$ cat src/rtl/potato1_datapath.sv
// Potato-1 execution datapath: PC, data pointer, cell memory and PUT/GET handshakes.
// Consumes the core's command byte and returns instruction nibble, zero and wait flags.
module potato1_datapath #(
    parameter int PC_WIDTH   = 8,
    parameter int DATA_WIDTH = 8,
    parameter int DATA_DEPTH = 16
) (
    input  logic                  Clock,
    input  logic                  Reset,
    input  logic [7:0]            Cmd_In,
    output logic [PC_WIDTH-1:0]   Prog_Addr,
    input  logic [3:0]            Prog_Data,
    output logic [3:0]            Instr_Out,
    output logic                  Zero_Out,
    output logic                  Wait_Out,
    output logic [DATA_WIDTH-1:0] Out_Data,
    output logic                  Out_Valid,
    input  logic                  Out_Ready,
    input  logic [DATA_WIDTH-1:0] In_Data,
    input  logic                  In_Valid,
    output logic                  In_Ready,
    output logic                  Cmd_Err
);

    localparam int XW = $clog2(DATA_DEPTH);

    typedef enum logic [1:0] {
        IDLE,
        PUT_WAIT,
        GET_WAIT,
        RELEASE
    } state_t;

    state_t                state_q, state_d;
    logic [PC_WIDTH-1:0]   pc_q, pc_d;
    logic [XW-1:0]         x_q, x_d;
    logic [DATA_WIDTH-1:0] mem_q [DATA_DEPTH];
    logic [DATA_WIDTH-1:0] mem_d [DATA_DEPTH];
    logic [3:0]            instr_q, instr_d;
    logic                  zero_q, zero_d;
    logic                  wait_q, wait_d;
    logic [DATA_WIDTH-1:0] odata_q, odata_d;
    logic                  ovalid_q, ovalid_d;
    logic                  iready_q, iready_d;
    logic                  err_q, err_d;

    logic pc_inc, pc_dec, x_inc, x_dec, a_inc, a_dec, put, get;

    assign {get, put, a_dec, a_inc, x_dec, x_inc, pc_dec, pc_inc} = Cmd_In;

    always_comb begin
        state_d  = state_q;
        pc_d     = pc_q;
        x_d      = x_q;
        mem_d    = mem_q;
        instr_d  = Prog_Data;
        zero_d   = zero_q;
        wait_d   = wait_q;
        odata_d  = odata_q;
        ovalid_d = ovalid_q;
        iready_d = iready_q;
        err_d    = err_q;

        unique case (state_q)
            IDLE, RELEASE: begin
                if (pc_inc && pc_dec)  err_d = 1'b1;
                else if (pc_inc)       pc_d  = pc_q + 1'b1;
                else if (pc_dec)       pc_d  = pc_q - 1'b1;

                if (x_inc && x_dec)    err_d = 1'b1;
                else if (x_inc)        x_d   = x_q + 1'b1;
                else if (x_dec)        x_d   = x_q - 1'b1;

                // Cell update addresses the pointer as it was before this edge
                if (a_inc && a_dec)    err_d = 1'b1;
                else if (a_inc)        mem_d[x_q] = mem_q[x_q] + 1'b1;
                else if (a_dec)        mem_d[x_q] = mem_q[x_q] - 1'b1;

                zero_d = (mem_d[x_d] == '0);

                if (state_q == RELEASE) begin
                    state_d = IDLE;
                end else if (put && get) begin
                    err_d = 1'b1;
                end else if (put) begin
                    odata_d  = mem_d[x_q];
                    ovalid_d = 1'b1;
                    wait_d   = 1'b1;
                    state_d  = PUT_WAIT;
                end else if (get) begin
                    iready_d = 1'b1;
                    wait_d   = 1'b1;
                    state_d  = GET_WAIT;
                end
            end
            PUT_WAIT: begin
                if (ovalid_q && Out_Ready) begin
                    ovalid_d = 1'b0;
                    wait_d   = 1'b0;
                    state_d  = RELEASE;
                end
            end
            GET_WAIT: begin
                if (In_Valid && iready_q) begin
                    mem_d[x_q] = In_Data;
                    zero_d     = (In_Data == '0);
                    iready_d   = 1'b0;
                    wait_d     = 1'b0;
                    state_d    = RELEASE;
                end
            end
            default: state_d = IDLE;
        endcase
    end

    always_ff @(posedge Clock) begin
        if (Reset) begin
            state_q  <= IDLE;
            pc_q     <= '0;
            x_q      <= '0;
            for (int i = 0; i < DATA_DEPTH; i++) mem_q[i] <= '0;
            instr_q  <= 4'b1111;
            zero_q   <= 1'b1;
            wait_q   <= 1'b0;
            odata_q  <= '0;
            ovalid_q <= 1'b0;
            iready_q <= 1'b0;
            err_q    <= 1'b0;
        end else begin
            state_q  <= state_d;
            pc_q     <= pc_d;
            x_q      <= x_d;
            mem_q    <= mem_d;
            instr_q  <= instr_d;
            zero_q   <= zero_d;
            wait_q   <= wait_d;
            odata_q  <= odata_d;
            ovalid_q <= ovalid_d;
            iready_q <= iready_d;
            err_q    <= err_d;
        end
    end

    assign Prog_Addr = pc_q;
    assign Instr_Out = instr_q;
    assign Zero_Out  = zero_q;
    assign Wait_Out  = wait_q;
    assign Out_Data  = odata_q;
    assign Out_Valid = ovalid_q;
    assign In_Ready  = iready_q;
    assign Cmd_Err   = err_q;

endmodule
$ cat config.mk
export PLATFORM = sky130hd
export DESIGN_NAME = potato1_datapath
export DESIGN_NICKNAME = d
export VERILOG_FILES = /design/src/rtl/potato1_datapath.sv
export SDC_FILE = /design/constraint.sdc
export NUM_CORES = 1
export LEC_CHECK = 0
export BUFFER_PORTS_ARGS = -buffer_cell sky130_fd_sc_hd__buf_2
export CAP_MARGIN = 25
export CORE_AREA = 5 5 206 208
export DETAILED_ROUTE_END_ITERATION = 8
export DIE_AREA = 0 0 211 213
export RECOVER_POWER = 100
export SKIP_LAST_GASP = 1
export SLEW_MARGIN = 30
export SYNTH_ARGS = -nofsm -noshare
export SYNTH_HDL_FRONTEND = slang
export SYNTH_SLANG_ARGS = --single-unit
export TNS_END_PERCENT = 20
$ cat constraint.sdc
create_clock -name Clock -period 5.2 [get_ports Clock]
set_input_delay 0.78 -clock Clock [delete_from_list [all_inputs] [get_ports Clock]]
set_output_delay 0.78 -clock Clock [all_outputs]
set_load 0.005 [all_outputs]
After elaboration in Yosys (flattened, before gate mapping)
Index checks and enable logic that the tools add are counted.
{"block": "word_totals", "register_bits": 159, "in_bits": 24, "output_inout_bits": 25, "word_cells": 129}
{"block": "classes", "addsub": 6, "magnitude_cmp": 3, "n_eq_ne": 13, "n_mux": 55, "bitwise_logic": 5, "reduce_logical": 21}
{"op": "$mux 128", "count": 5}
{"op": "$bwmux 128", "count": 3}
{"op": "$pmux 128 s2", "count": 1}
{"op": "$bmux 8 s4", "count": 3}
{"op": "$mux 8", "count": 9}
{"op": "$demux 8 s4", "count": 1}
{"op": "$mux 1", "count": 18}
{"op": "$add 8x1->8 const B", "count": 2}
{"op": "$logic_not 8->1", "count": 2}
{"op": "$mux 4", "count": 4}
{"op": "$sub 8x1->8 const B", "count": 2}
{"op": "$ne 2x2->1 const B", "count": 7}
{"op": "$mux 2", "count": 6}
{"op": "$ge 5x5->1 const B", "count": 2}
{"op": "$not 4->5", "count": 2}
{"op": "$reduce_and 5->1", "count": 2}
{"op": "$reduce_and 4->1", "count": 2}
{"op": "$logic_and 1x1->1", "count": 7}
{"op": "$ne 3x3->1 const B", "count": 2}
{"op": "$pmux 1 s2", "count": 3}
{"op": "$pmux 2 s3", "count": 1}
{"op": "$reduce_and 6->1", "count": 1}
{"op": "$reduce_bool 2->1", "count": 3}
{"op": "$lt 5x1->1 const B", "count": 1}
{"op": "11 further kinds", "count": 14}

Depth between registers and ports, before layout
{"block": "logic_depth", "word_depth": 15, "depth_mapped": 23, "depth_no_buf": 17}

Least setup slack after synthesis
OpenSTA, ideal clock, no wires.
{"block": "synth_path", "kind": "reg-to-reg", "startpoint": "register x_q[2]", "endpoint": "register zero_q (netlist: Zero_Out)", "setup_ps": 129, "t_arrival_ps": 4657, "required_ps": 5071, "path_slack_ps": 414, "path_stages_with_launch": 21, "n_path_buf": 6, "period_less_slack_ps": 4786, "cell_sequence": "dfxtp_1 -> clkbuf_1 -> clkbuf_1 -> clkbuf_1 -> clkbuf_1 -> buf_1 -> clkbuf_1 -> nand3_1 -> o21a_1 -> inv_1 -> ha_1 -> inv_1 -> o32ai_1 -> xnor2_1 -> a31o_2 -> a221oi_1 -> a2111o_1 -> o22ai_1 -> a311o_1 -> a211oi_2 -> a211oi_1"}
{"block": "synth_between", "elab_chain_cells": 15, "elab_cells_between_ends": 29, "cone_classes": "add/sub (4); order compare (2); mux (19); bitwise (2); reduce/logical (2)"}
{"element": "start: declaration", "line_no": "36", "rtl": "logic [XW-1:0] x_q, x_d;"}
{"element": "start signal: assignment", "line_no": "120", "rtl": "x_q <= '0;"}
{"element": "start signal: assignment", "line_no": "132", "rtl": "x_q <= x_d;"}
{"element": "$not 4->5 (not written as such)", "line_no": "76, 77"}
{"element": "$bmux 8 s4 (tied with other cells)", "line_no": "76, 77"}
{"element": "$mux 8 (not written as such) or $logic_and 1x1->1 (tied branches)", "line_no": "76, 77"}
{"element": "$mux 8 (not written as such)", "line_no": "76, 77"}
{"element": "$sub 8x1->8 or $demux 8 s4 (tied branches)", "line_no": "77, 76"}
{"element": "$bwmux 128", "line_no": "77", "rtl": "else if (a_dec) mem_d[x_q] = mem_q[x_q] - 1'b1;"}
{"element": "$mux 128", "line_no": "77"}
{"element": "$mux 128", "line_no": "76", "rtl": "else if (a_inc) mem_d[x_q] = mem_q[x_q] + 1'b1;"}
{"element": "$mux 128", "line_no": "75", "rtl": "if (a_inc && a_dec) err_d = 1'b1;"}
{"element": "$mux 128", "line_no": "64", "rtl": "unique case (state_q)"}
{"element": "$bmux 8 s4 (*)", "line_no": "79", "rtl": "zero_d = (mem_d[x_d] == '0);"}
{"element": "$mux 8 (not written as such) (*) (2 in a row)", "line_no": "79"}
{"element": "$logic_not 8->1 (*)", "line_no": "79"}
{"element": "$pmux 1 s2 (*)", "line_no": "64"}
{"element": "end signal: assignment", "line_no": "135", "rtl": "zero_q <= zero_d;"}
{"element": "end: declaration", "line_no": "40", "rtl": "logic zero_q, zero_d;"}
Every way passes the cells marked *; elsewhere a longest branch is shown, timed or not. The select of a mux whose other input is x is not followed.
A chain may end at the register's enable or synchronous reset.

Worst setup path in the final report
{"block": "layout_path", "startpoint": "register x_q[1]", "endpoint": "register odata_q[5] (netlist: Out_Data[5])"}
{"block": "layout_between", "elab_chain_cells": 13, "elab_cells_between_ends": 20, "cone_classes": "add/sub (2); order compare (2); mux (14); bitwise (1); reduce/logical (1)"}
{"element": "$not 4->5 (not written as such) (*)", "line_no": "76, 77, 86"}
{"element": "$bmux 8 s4 (tied with other cells)", "line_no": "76, 77"}
{"element": "$mux 8 (not written as such) or $logic_and 1x1->1 (tied branches)", "line_no": "76, 77"}
{"element": "$mux 8 (not written as such)", "line_no": "76, 77"}
{"element": "$sub 8x1->8 or $demux 8 s4 (tied branches)", "line_no": "77, 76"}
{"element": "$bwmux 128", "line_no": "77"}
{"element": "$mux 128", "line_no": "77"}
{"element": "$mux 128", "line_no": "76"}
{"element": "$mux 128", "line_no": "75"}
{"element": "$mux 128", "line_no": "64"}
{"element": "$bmux 8 s4 (*)", "line_no": "86", "rtl": "odata_d = mem_d[x_q];"}
{"element": "$mux 8 (not written as such) (*) (2 in a row)", "line_no": "86"}
{"element": "end signal: assignment", "line_no": "137", "rtl": "odata_q <= odata_d;"}
{"element": "end: declaration", "line_no": "42", "rtl": "logic [DATA_WIDTH-1:0] odata_q, odata_d;"}
Marked as above.

==> summary.txt <==
Timing
  – Final worst path period need: roughly 5.1 ns
  – Fmax: approximately 200 MHz
  – # setup viols final: 0
  – Final worst path period share: around 98%
  – Slew Viols, Final: about 160
  – Final hold violations: 0
  – RSZ-0062 raised after global routing: false
  – Relative slew margins: -67.34%
  – Fin Setup TNS: 0 ns
  – Setup Skew: a little under 0.02 ns
  – Slew @ Worst Pin: approximately 2.5 ns
  – Final hold slack: between 0.4 and 0.5 ns

Worst hold path
  – Type of the tightest min-delay check: flop to flop

CTS
  – Max Root-Sink Buffers: 2
  – H-tree depth: 4
  – CTS tree: built
  – Clock sink count: between 150 and 200
  – Worst skew pair latency: around 0.49 ns
  – Num CTS Buffers: 17
  – Clock Tree Root: clkbuf_16
  – Clock transition at path regs: roughly 0.08 ns

Logic synthesis
  – FFs w/ async S/R, synth: 0%
  – Post-synth EDFFs: 0
  – Yosys reg bits: around 160
  – Synthesis Warnings: 0
  – Sequential element share of the synthesized area: between 20% and 30%
  – Top FF cell, synth: dfxtp_1
  – Area of the mapped netlist: ~14000 um2
  – Gate count of the mapped netlist: ~1900
  – Distinct cells, synth: between 90 and 100
  – Mapped Nets: 1928
  – Post-Syn Area per Cell: ~7.4 um2

Floorplanning
  – Die W: between 200 and 250 um
  – Core Area: 40370 um2
  – Die Ht: approximately 210 um
  – Io pins: 49
  – Initial Util: around a third
  – DIE AREA: between 40000 and 50000 um2
  – Row count: 74

Placement
  – I/O Buffers: 48
  – Placed Area: 15360 um2
  – Dpl hpwl: between 50 and 60 mm
  – Placer Congestion: 1.101
  – Placed cells: ~2400

Route
  – DRC viols: 0
  – Pre-antenna DRT Iters: 7
  – Via count: 17000
  – WL per Instance: around 31 um
  – Detailed-route wire length: between 70 and 80 mm
  – Antenna Violating Nets Remaining: 0
  – DRT iter0 DRCs: 2664
  – Routed vias/inst: around 7

Layout
  – Layout cells sized above 1: 15.48%
  – Number of fill cells: 4300
  – Area grow syn2layout: 14.18%
  – Final #Nets: 1955
  – Fin cells: between 2000 and 2500
  – Register area: ~3200 um2
  – Post-route core utilization: just under 40%
  – Multi-input logic area: 9970 um2
  – Most frequent cells in the layout: nor2_1 (252), nand2_1 (197), dfxtp_1 (155)
  – Most common cell after layout, fill and taps aside: nor2_1
  – Post-route cell area: between 15000 and 20000 um2

Pwr
  – Maximum VDD drop: about 0.52 mV
  – Cell Pwr Density: about 840 nW/um2
  – Pleak: between 5 and 6 nW

Critical path
  – CP Capture Type: flop
  – Crit path DAT: between 5 and 6 ns
  – Slowest cell on the critical path: dfxtp_4
  – CP most frequent cell: nor2_1
  – Startpoint Class: flop
  – Slowest stage delay, CP: 0.63 ns
  – Worst-path maximum fanout: 31
  – Worst path bufs/invs: 3
  – Req. time, crit path: between 5 and 6 ns
  – Critical path type: flop to flop
  – R2R Setup Slk: 0.12 ns
  – Crit-path cells: buf_12 > buf_4 > mux4_1 > mux2_2 > nor2_1 > a32oi_1 > nor2_1 > xnor2_1 > nor2_1 > a21oi_1 > and2_0 > mux4_2 > a211oi_1 > buf_4 > o21ai_0
  – CP delay by family, top: simple AND/OR/NAND/NOR gates

GRT
  – Total gr overflow: 0
  – Initial antenna violation count: 0
  – Largest net degree at the start of global routing: between 100 and 150
  – Gr usage total: 33.29%
  – Global-route wire length before repair: 111.1 mm
  – Vias in the first global route: around 16000

Run
  – Max-Cap Viols: 2

Outcome
  – Run status: finished, violations left
  – Failing checks: capacitance limit, slew limit
## power by group
part           switching [W]  leakage (nW)  internal, W
registers           0.000534          1.31      0.00166
logic                0.00638          4.04      0.00336
clock network       0.000653         0.286     0.000722
## cell usage after synthesis, types with 8 or more instances
cell	instances	area (um2)
nor2_1	251	942.2
nand2_1	197	739.5
dfxtp_1	159	3183
clkbuf_1	157	589.3
a21oi_1	141	705.7
o22ai_1	96	600.6
o21ai_0	91	455.4
nor3_1	56	280.3
o211ai_1	52	390.4
a311oi_1	43	376.6
a211oi_1	40	300.3
mux2i_1	40	400.4
mux4_2	38	855.8
nand2b_1	35	219.0
nand3_1	29	145.1
a221oi_1	22	192.7
inv_1	22	82.58
buf_1	19	71.32
ha_1	18	225.2
a21o_1	17	127.6
a22oi_1	16	120.1
o221ai_1	16	140.1
xnor2_1	16	140.1
a221o_1	15	150.1
a31oi_1	14	87.58
and2_1	14	87.58
o211a_1	14	140.1
o31ai_1	13	97.59
nor2b_1	10	62.56
or3_1	10	62.56
buf_2	9	45.04
nand3b_1	9	67.56
nand4_1	9	56.30
xor2_1	9	78.83
a41oi_1	8	70.07
nor3b_1	8	60.06
or2_2	8	50.05
## path summary, 6_finish.rpt
kind | startpoint | to | cells past startpoint
hold reg to reg | Out_Data[1] | Out_Data[1] | 2
hold / removal | Out_Data[1] | Out_Data[1] | 2
setup reg to reg | x_q[1] | Out_Data[5] | 15
setup / recovery | x_q[1] | Out_Data[5] | 15
## sequential cells by signal, summed over array words and instances (netlist names)
| signal | flops |
|---|---|
| Out_Valid | 1 |
| Out_Data | 8 |
| Cmd_Err | 1 |
| Wait_Out | 1 |
| Instr_Out | 4 |
| x_q | 4 |
| Prog_Addr | 8 |
| state_q | 2 |
| Zero_Out | 1 |
| mem_q | 128 |
| In_Ready | 1 |
## cells by family (layout without fill, tap and decap cells)
group	count (synthesis)	in the layout	synth area share [%]
mux	86	86	9.769
other cells	0	2	0
fa+ha+maj	19	19	1.760
buf+inv	219	259	6.348
xor+xnor	27	27	1.805
flops	159	159	22.84
compound gates	694	694	35.08
simple gates	681	681	22.39
## final cells by class
| cell class | count | share of cell area (%) |
|---|---|---|
| antenna | 2 | 0.03146 |
| clock buffer | 17 | 2.674 |
| tap | 532 | 4.184 |
| inverter | 25 | 0.5898 |
| timing repair buffer | 202 | 8.713 |
| multi-input combinational | 1507 | 62.66 |
| sequential | 159 | 20.07 |
| clock inverter | 15 | 1.077 |
## worst register-to-register path, cell delays in order (launching register included)
cell	delay [ns]
dfxtp_4	0.63
buf_12	0.28
buf_4	0.35
mux4_1	0.35
mux2_2	0.34
nor2_1	0.13
a32oi_1	0.16
nor2_1	0.53
xnor2_1	0.36
nor2_1	0.36
a21oi_1	0.12
and2_0	0.23
mux4_2	0.52
a211oi_1	0.29
buf_4	0.20
o21ai_0	0.10
## layer usage
metal / wire, um / share of wire (%) / track usage [%] / vias up
met5: 0 / 0 / 0 / -
met4: 6018 / 7.8 / 21.10 / 0
met3: 10160 / 13 / 9.301 / 343
met2: 31860 / 41 / 49.20 / 1413
met1: 28730 / 37 / 42.82 / 8006
li1: - / - / - / 7238
## through the flow
| step | total power, W | worst slack, ns |
|---|---|---|
| final | 0.01331 | 0.1196 |
| after global routing | 0.01382 | 0.04950 |
| after CTS | 0.01292 | 0.2951 |
| after detailed placement | 0.01151 | 0.3322 |
| after global placement | 0.01149 | 0.4421 |
| after floorplan | 0.007608 | 0.4141 |
## timing repair
item	CTS	global route
hold buffers	0	0
resized for setup	0	1
setup endpoints to repair	0	1
setup buffers	0	0
No activity file was read; power rests on OpenSTA's default activity.
